$ cat src/rtl/issue_ctrl.sv
// issue_ctrl: decode-to-execute issue control.
//   Decides per cycle whether the decoded instruction issues, stalls or is
//   flushed. Tracks in-flight register writes in a 1-bit-per-register
//   scoreboard. Serialises control transfers and sequences ecall (trap pulse),
//   ebreak (drain then halt) and decode-error lockup.
// Ports:
//   clk_i, rst_i                      clock, synchronous active-high reset
//   id_valid_i, rd/rs1/rs2_enable_i   decode slot valid and operand usage
//   rd_i, rs1_i, rs2_i                register indices
//   ctrl_xfer_i                       branch / jal / jalr
//   env_interrupt_i                   bit0 ecall, bit1 ebreak
//   decode_error_i                    illegal opcode
//   ex_resolve_i, ex_redirect_i       control transfer resolution from EX
//   wb_valid_i, wb_rd_i               writeback retirement
//   issue_o, stall_o, flush_o         pipeline control (combinational)
//   trap_o, halted_o, error_o         environment status (combinational)
// Optional feature macro: PERF_CNT_EN adds perf_issued_o / perf_stall_o.
module issue_ctrl #(
  parameter int unsigned RF_SIZE   = 5,
  parameter int unsigned CNT_WIDTH = 32
) (
  input  logic               clk_i,
  input  logic               rst_i,
  input  logic               id_valid_i,
  input  logic               rd_enable_i,
  input  logic               rs1_enable_i,
  input  logic               rs2_enable_i,
  input  logic [RF_SIZE-1:0] rd_i,
  input  logic [RF_SIZE-1:0] rs1_i,
  input  logic [RF_SIZE-1:0] rs2_i,
  input  logic               ctrl_xfer_i,
  input  logic [1:0]         env_interrupt_i,
  input  logic               decode_error_i,
  input  logic               ex_resolve_i,
  input  logic               ex_redirect_i,
  input  logic               wb_valid_i,
  input  logic [RF_SIZE-1:0] wb_rd_i,
  output logic               issue_o,
  output logic               stall_o,
  output logic               flush_o,
  output logic               trap_o,
  output logic               halted_o,
  output logic               error_o
`ifdef PERF_CNT_EN
  ,
  output logic [CNT_WIDTH-1:0] perf_issued_o,
  output logic [CNT_WIDTH-1:0] perf_stall_o
`endif
);

  localparam int unsigned NREG = 2 ** RF_SIZE;

  localparam logic [2:0] S_RUN       = 3'd0;
  localparam logic [2:0] S_WAIT_CTRL = 3'd1;
  localparam logic [2:0] S_DRAIN     = 3'd2;
  localparam logic [2:0] S_HALT      = 3'd3;
  localparam logic [2:0] S_ERR       = 3'd4;

  logic [2:0]      r_state;
  logic [2:0]      w_next_state;
  logic [NREG-1:0] r_sb;
  logic [NREG-1:0] w_clr;
  logic [NREG-1:0] w_set;
  logic [NREG-1:0] w_sb_eff;
  logic            w_hazard;

  // Same-cycle writeback clears the pending bit before the hazard check
  assign w_clr    = wb_valid_i ? (NREG'(1) << wb_rd_i) : '0;
  assign w_sb_eff = r_sb & ~w_clr;

  // Index 0 is never pending regardless of scoreboard contents
  assign w_hazard = (rs1_enable_i && (rs1_i != '0) && w_sb_eff[rs1_i]) ||
                    (rs2_enable_i && (rs2_i != '0) && w_sb_eff[rs2_i]) ||
                    (rd_enable_i  && (rd_i  != '0) && w_sb_eff[rd_i]);

  assign w_set = (issue_o && rd_enable_i && (rd_i != '0)) ? (NREG'(1) << rd_i) : '0;

  // Next-state and output decode
  always_comb begin
    w_next_state = r_state;
    issue_o      = 1'b0;
    stall_o      = 1'b0;
    flush_o      = 1'b0;
    trap_o       = 1'b0;
    halted_o     = 1'b0;
    error_o      = 1'b0;
    if (!rst_i) begin
      case (r_state)
        S_RUN: begin
          if (id_valid_i) begin
            if (decode_error_i) begin
              stall_o      = 1'b1;
              w_next_state = S_ERR;
            end else if (env_interrupt_i[1]) begin
              stall_o      = 1'b1;
              w_next_state = S_DRAIN;
            end else if (w_hazard) begin
              stall_o = 1'b1;
            end else begin
              issue_o = 1'b1;
              // ecall outranks ctrl_xfer: it issues with the trap pulse only
              if (env_interrupt_i[0]) begin
                trap_o = 1'b1;
              end else if (ctrl_xfer_i) begin
                w_next_state = S_WAIT_CTRL;
              end
            end
          end
        end
        S_WAIT_CTRL: begin
          // Decode slot is not evaluated in the resolve cycle
          if (ex_resolve_i) begin
            flush_o      = ex_redirect_i;
            w_next_state = S_RUN;
          end else begin
            stall_o = 1'b1;
          end
        end
        S_DRAIN: begin
          stall_o = 1'b1;
          if (w_sb_eff == '0) begin
            w_next_state = S_HALT;
          end
        end
        S_HALT: begin
          halted_o = 1'b1;
          stall_o  = 1'b1;
        end
        S_ERR: begin
          error_o = 1'b1;
          stall_o = 1'b1;
          flush_o = 1'b1;
        end
        default: w_next_state = S_RUN;
      endcase
    end
  end

  // State register
  always_ff @(posedge clk_i) begin
    if (rst_i) begin
      r_state <= S_RUN;
    end else begin
      r_state <= w_next_state;
    end
  end

  // Scoreboard: set on issue wins over a same-index writeback clear
  always_ff @(posedge clk_i) begin
    if (rst_i) begin
      r_sb <= '0;
    end else begin
      r_sb <= (r_sb & ~w_clr) | w_set;
    end
  end

`ifdef PERF_CNT_EN
  logic [CNT_WIDTH-1:0] r_perf_issued;
  logic [CNT_WIDTH-1:0] r_perf_stall;

  // Performance counters, wrap naturally
  always_ff @(posedge clk_i) begin
    if (rst_i) begin
      r_perf_issued <= '0;
      r_perf_stall  <= '0;
    end else begin
      if (issue_o) begin
        r_perf_issued <= r_perf_issued + CNT_WIDTH'(1);
      end
      if (stall_o && !halted_o && !error_o) begin
        r_perf_stall <= r_perf_stall + CNT_WIDTH'(1);
      end
    end
  end

  assign perf_issued_o = r_perf_issued;
  assign perf_stall_o  = r_perf_stall;
`else
  logic w_unused_cnt_width;
  assign w_unused_cnt_width = ^CNT_WIDTH;
`endif

endmodule

$ cat config.mk
export PLATFORM = sky130hd
export DESIGN_NAME = issue_ctrl
export DESIGN_NICKNAME = d
export VERILOG_FILES = /design/src/rtl/issue_ctrl.sv
export SDC_FILE = /design/constraint.sdc
export NUM_CORES = 1
export LEC_CHECK = 0
export BUFFER_PORTS_ARGS = -buffer_cell sky130_fd_sc_hd__buf_2
export CAP_MARGIN = 10
export CORE_MARGIN = 1
export CORE_UTILIZATION = 55
export CTS_CLUSTER_DIAMETER = 80
export DETAILED_ROUTE_END_ITERATION = 10
export GPL_ROUTABILITY_DRIVEN = 0
export PLACE_DENSITY = 0.85
export SLEW_MARGIN = 20
export SYNTH_ARGS = -nofsm -noshare
export SYNTH_HDL_FRONTEND = slang
export SYNTH_SLANG_ARGS = --single-unit
$ cat constraint.sdc
create_clock -name clk_i -period 6.1 [get_ports clk_i]
set_clock_uncertainty 0.1 [all_clocks]
set_input_delay 0 -clock clk_i [delete_from_list [all_inputs] [get_ports clk_i]]
set_output_delay 0 -clock clk_i [all_outputs]
set_load 0.05 [all_outputs]
==> reports/qor.csv, run 1 <==
metric,value,unit
r2r_cells,7,
grt_pass1_vias,3774,
num_antenna_cells,0,
n_fill_cell,575,
finalCriticalPeriod,3260,ps
wirelength,11700,um
worst_ep_arrival_time,3160,ps
netlist-cell-type-count,67,
worstMarginPinSlew,1140,ps
synth-async-reset-ratio,0,
htreeDepth,2,
internal-power,0.000393,W
antenna_left,0,
cts.path.max_buffers,2,
synthesis.area,3650,um2
hold_path_depth,3,
drt_iter0_drc,567,
avgSynthCellArea,7.91,um2
track_usage,0.337,
grt_pass1_wl,19000,um
die_w,83.5,um
finalSetupViolCount,0,
grt_max_degree,48,
num_vias,4068,
critPathMostFrequentCell,buf_2,
die_area,6970,um2
synth_fa_ha_area_frac,0,
core_area,6390,um2
pwr-share-seq,0.394,
post_cts_resized,0,
synth-main-ff-cell,dfxtp_1,
rows,29,
cts_root_buf,clkbuf_8,
min_period_over_period,0.535,
firstDrtPassIters,5,
fin_setup_tns,0,ps
holdWs,-1.62,ps
synth_xor_area_frac,0.0164,
ir_drop,0.157,mV
initial_utilization,0.572,
outcome,"complete, but fails checks",
synth.top_cells.by_area,"dfxtp_1, mux2i_1, o21ai_0, a311oi_1, or4_1",
ys_ff_latch,35,
hp-start,rd_enable_i,
hpwl,8270,um
yosys.area_share.simple,0.298,
port_buffers,38,
fin_area,3880,um2
syn_inst,462,
rsz0062_at_grt,no,
slowest_stage,a211o_1,
clk_latency,300,ps
drc_errors,0,
maxCapViolCount,0,
synth-compound-area-share,0.283,
synthMuxAreaShare,0.143,
nets,503,
area_delta_synth_final,6.13,%
ioPinCount,39,
hold_buffers,3,
hold_violations,1,
critPathMaxFanout,35,
placed_cell_area,3750,um2
max_slew_margin,0.241,
numCtsBuffers,5,
drive_gt1_frac,0.196,
clkPwrFrac,0.271,
cts_tree,built,
ys_seq_area_frac,0.192,
reg2reg_from,r_sb[10],
slew_violations,0,
whs_endpoint,r_sb[31],
slowest_delay,880,ps
violations,negative hold slack,
synth_top_area_cell,dfxtp_1,
wl_per_cell,21.5,um
synth_warnings,0,
crit_chain,buf_2 > xor2_1 > nor3_1 > o311ai_0 > nand4b_1 > nand4_1 > a211o_1 > a21o_1 > buf_2,
synth_edf_count,0,
cp.buffers_inverters,2,
end_kind,output port,
cts_setup_buffers,0,
powerDensity,165,nW/um2
p_leak,1.34,nW
switching_share,0.387,
worstHoldPathType,primary input to flip-flop,
die_y,83.5,um
gr-total-overflow,0,
max_clock_freq,307,MHz
final_core_utilization,0.607,
clock_sinks,35,
switchingPower,0.000248,W
via_per_inst,7.44,
r2r_slack,3140,ps
critPathRequiredTime,6000,ps
combPwrFrac,0.335,
crit_family,compound AO/OA/AOI/OAI gates,
path_clk_slew,60,ps
critical_path_class,primary input to output port,
yosys.area.top_type_share,0.192,
r2r_end,r_sb[9],
synth_top_family_by_area,simple AND/OR/NAND/NOR gates,
antenna_found_initial,0,
critPathLaunchType,primary input,
syn_nets,495,
==> area by class of cell <==
class                   count  area [um2]  area share
multi-input cells         373        2710       0.700
flip-flops and latches     35         701       0.181
repair buffers             43         235      0.0607
well taps                  77        96.3      0.0248
clock buffers               6        82.6      0.0213
inverters                  12        45.0      0.0116
clock inverters             1        5.00     0.00129
==> flip-flops by register name, summed over array words and instances (netlist names) <==
register  count
r_sb         32
r_state       3
==> per-stage QoR <==
step / cells / power [W] / setup WS, ps
after floorplan: 462 / 0.000418 / 3120
after global routing: 547 / 0.000671 / 2640
after CTS: 547 / 0.000633 / 2740
final: 547 / 0.000641 / 2840
after global placement: 537 / 0.000457 / 2890
after detailed placement: 537 / 0.000463 / 2620
==> synth_stat cells, drive strengths merged (8+ instances only) <==
master / number
nor3: 13
clkbuf: 21
dfxtp: 35
nand2: 24
o211ai: 8
or2: 23
o21ai: 52
o31ai: 8
a311oi: 17
buf: 21
nor2b: 13
a31oi: 10
inv: 11
nor2: 21
or4: 19
nand2b: 8
mux2i: 33
nand4: 10
==> how the worst max path moves through the flow <==
stage                           from  endpoint  slack [ps]  depth (start not counted)
after CTS                 wb_rd_i[0]    trap_o        2740                          9
after global placement    wb_rd_i[0]    trap_o        2890                          9
after global routing        rs2_i[0]   stall_o        2640                          9
after floorplan              r_sb[1]    trap_o        3120                          8
after detailed placement  wb_rd_i[0]  r_sb[25]        2620                          8
final                       rs2_i[0]   stall_o        2840                          9
==> power groups by stage <==
stage	clock (W)	sequential (W)	combinational (W)
after floorplan	0	0.000246	0.000173
after global placement	0	0.000256	0.000201
after detailed placement	0	0.000257	0.000206
after CTS	0.000173	0.000252	0.000208
after global routing	0.000186	0.000255	0.000231
final	0.000174	0.000252	0.000215
==> layer usage <==
metal,share of wire,global-route usage,vias to the layer above
met2,0.44,0.528,296
met4,0.037,0.142,0
met3,0.13,0.0722,55
li1,-,-,1838
met5,0,0,-
met1,0.39,0.450,1879
==> worst min-delay path, stage by stage <==
cell and delay (ps):
buf_2 140, nand4_1 130, o41ai_1 80
==> logic make-up (layout without fill, tap and decap cells) <==
kind of cell    count (synthesis)  after routing
mux                            45             45
compound gates                145            145
buf+inv                        54             62
flops                          35             35
xor+xnor                        6              6
simple gates                  177            177
==> cell usage in the layout (no fill, tap or decap), drive strengths merged, types with 17 or more instances in the layout <==
master / n
o21ai: 52
buf: 40
dfxtp: 35
mux2i: 33
nand2: 24
or2: 23
nor2: 21
or4: 19
a311oi: 17
(Power assumes the default switching activity.)
==> run 2, diff against run 1 <==
==> constraint.sdc (replaced) <==
create_clock -name clk_i -period 3.4 [get_ports clk_i]
set_clock_uncertainty 0.1 [all_clocks]
set_input_delay 0 -clock clk_i [delete_from_list [all_inputs] [get_ports clk_i]]
set_output_delay 0 -clock clk_i [all_outputs]
set_load 0.05 [all_outputs]
==> run 2 against run 1 <==
The run now ends clean. Die area did not move. Sequential share of layout area shrank 0.18 points. First-iteration DRC count fell by 22%. Register-to-register slack worse by 2300 ps. Worst hold slack better by 36 ps. Power grew 84%. Sequential cell count did not move. Via count increased by 0.49%. Sequential power up 80%. Global-route usage shrank 0.81 points. Critical endpoint is now trap_o.
==> reports/qor.csv, run 2 (synthesis gave the netlist of run 1 again) <==
metric,value,unit
outcome,"complete, no violations",
core_area,6390,um2
end_kind,output port,
max_clock_freq,331,MHz
cts_setup_buffers,0,
initial_utilization,0.572,
largest_register,r_sb,
reg_top3,"r_sb (32), r_state (3)",
die_w,83.5,um
num_vias,4088,
track_usage,0.329,
critPathLaunchType,primary input,
worst_ep_arrival_time,2930,ps
post_cts_resized,0,
die_area,6970,um2
grt_pass1_vias,3675,
numCtsBuffers,5,
largest_register_ffs,32,
critical_path_class,primary input to output port,
via_per_inst,7.41,
hpwl,8260,um
hold_path_depth,4,
maxCapViolCount,0,
drive_gt1_frac,0.196,
hold_violations,0,
powerDensity,302,nW/um2
wl_per_cell,21.1,um
num_antenna_cells,0,
fin_area,3920,um2
final_cell_mix,"o21ai_0, buf_2, dfxtp_1, mux2i_1, nand2_1",
nets,507,
hp-start,ctrl_xfer_i,
drc_errors,0,
finalSetupViolCount,0,
rsz0062_at_grt,no,
critPathMaxFanout,23,
drt_iter0_drc,444,
ioPinCount,39,
p_leak,1.36,nW
clock_sinks,35,
n_fill_cell,556,
rows,29,
whs_endpoint,r_state[0],
antenna_found_initial,0,
gr-total-overflow,0,
ir_drop,0.384,mV
wirelength,11700,um
grt_max_degree,48,
firstDrtPassIters,5,
r2r_cells,8,
layout_commonest_cell,o21ai_0,
worstHoldPathType,primary input to flip-flop,
cts.path.max_buffers,2,
cts_root_buf,clkbuf_8,
grt_pass1_wl,18600,um
finalCriticalPeriod,3030,ps
max_slew_margin,0.307,
port_buffers,38,
htreeDepth,2,
cts_tree,built,
die_y,83.5,um
r2r_end,r_sb[25],
area_delta_synth_final,7.23,%
path_clk_slew,70,ps
min_period_over_period,0.890,
clk_latency,290,ps
holdWs,34.5,ps
r2r_slack,860,ps
worstMarginPinSlew,1030,ps
hold_buffers,5,
antenna_left,0,
reg2reg_from,r_sb[8],
placed_cell_area,3770,um2
fin_setup_tns,0,ps
critPathRequiredTime,3300,ps
slew_violations,0,
-- run 2: through the flow --
step,power (W),utilization,setup WS (ps),cells
after floorplan,0.000751,-,421,462
after global placement,0.000824,0.590,575,539
after detailed placement,0.000834,0.590,403,539
after CTS,0.00117,0.613,464,552
after global routing,0.00123,0.613,63.6,552
final,0.00118,0.613,375,552
-- run 2: final cells by class --
cell class,count,area [um2],area share
repair buffers,47,270,0.0690
inverters,12,45.0,0.0115
clock buffers,8,100,0.0256
multi-input cells,373,2710,0.691
flip-flops and latches,35,701,0.179
well taps,77,96.3,0.0246
-- run 2: worst max path at each step --
stage                    start  endpoint
floorplan              r_sb[1]    trap_o
global placement    wb_rd_i[0]  r_sb[25]
detailed placement  wb_rd_i[0]  r_sb[25]
CTS                 wb_rd_i[0]    trap_o
global route        wb_rd_i[0]    trap_o
finish              wb_rd_i[0]    trap_o
-- run 2: power by group --
group	internal, W	switching, W
Sequential	0.000421	0.0000321
Clock	0.000185	0.000151
Combinational	0.000133	0.000260
-- run 2: per-layer routing --
layer  routed length, um  track usage  up-vias
met5                   0            0        -
li1                    -            -     1843
met1                4600        0.437     1890
met3                1340       0.0534       51
met4                 532        0.186        0
met2                5200        0.507      304
-- run 2: worst max-delay path, stage by stage --
cell and delay [ps]:
buf_2 270, xnor2_1 900, a311oi_1 220, o311ai_0 430, o2111ai_1 190, a211o_1 290
buf_4 200, nor3_1 140, buf_2 290
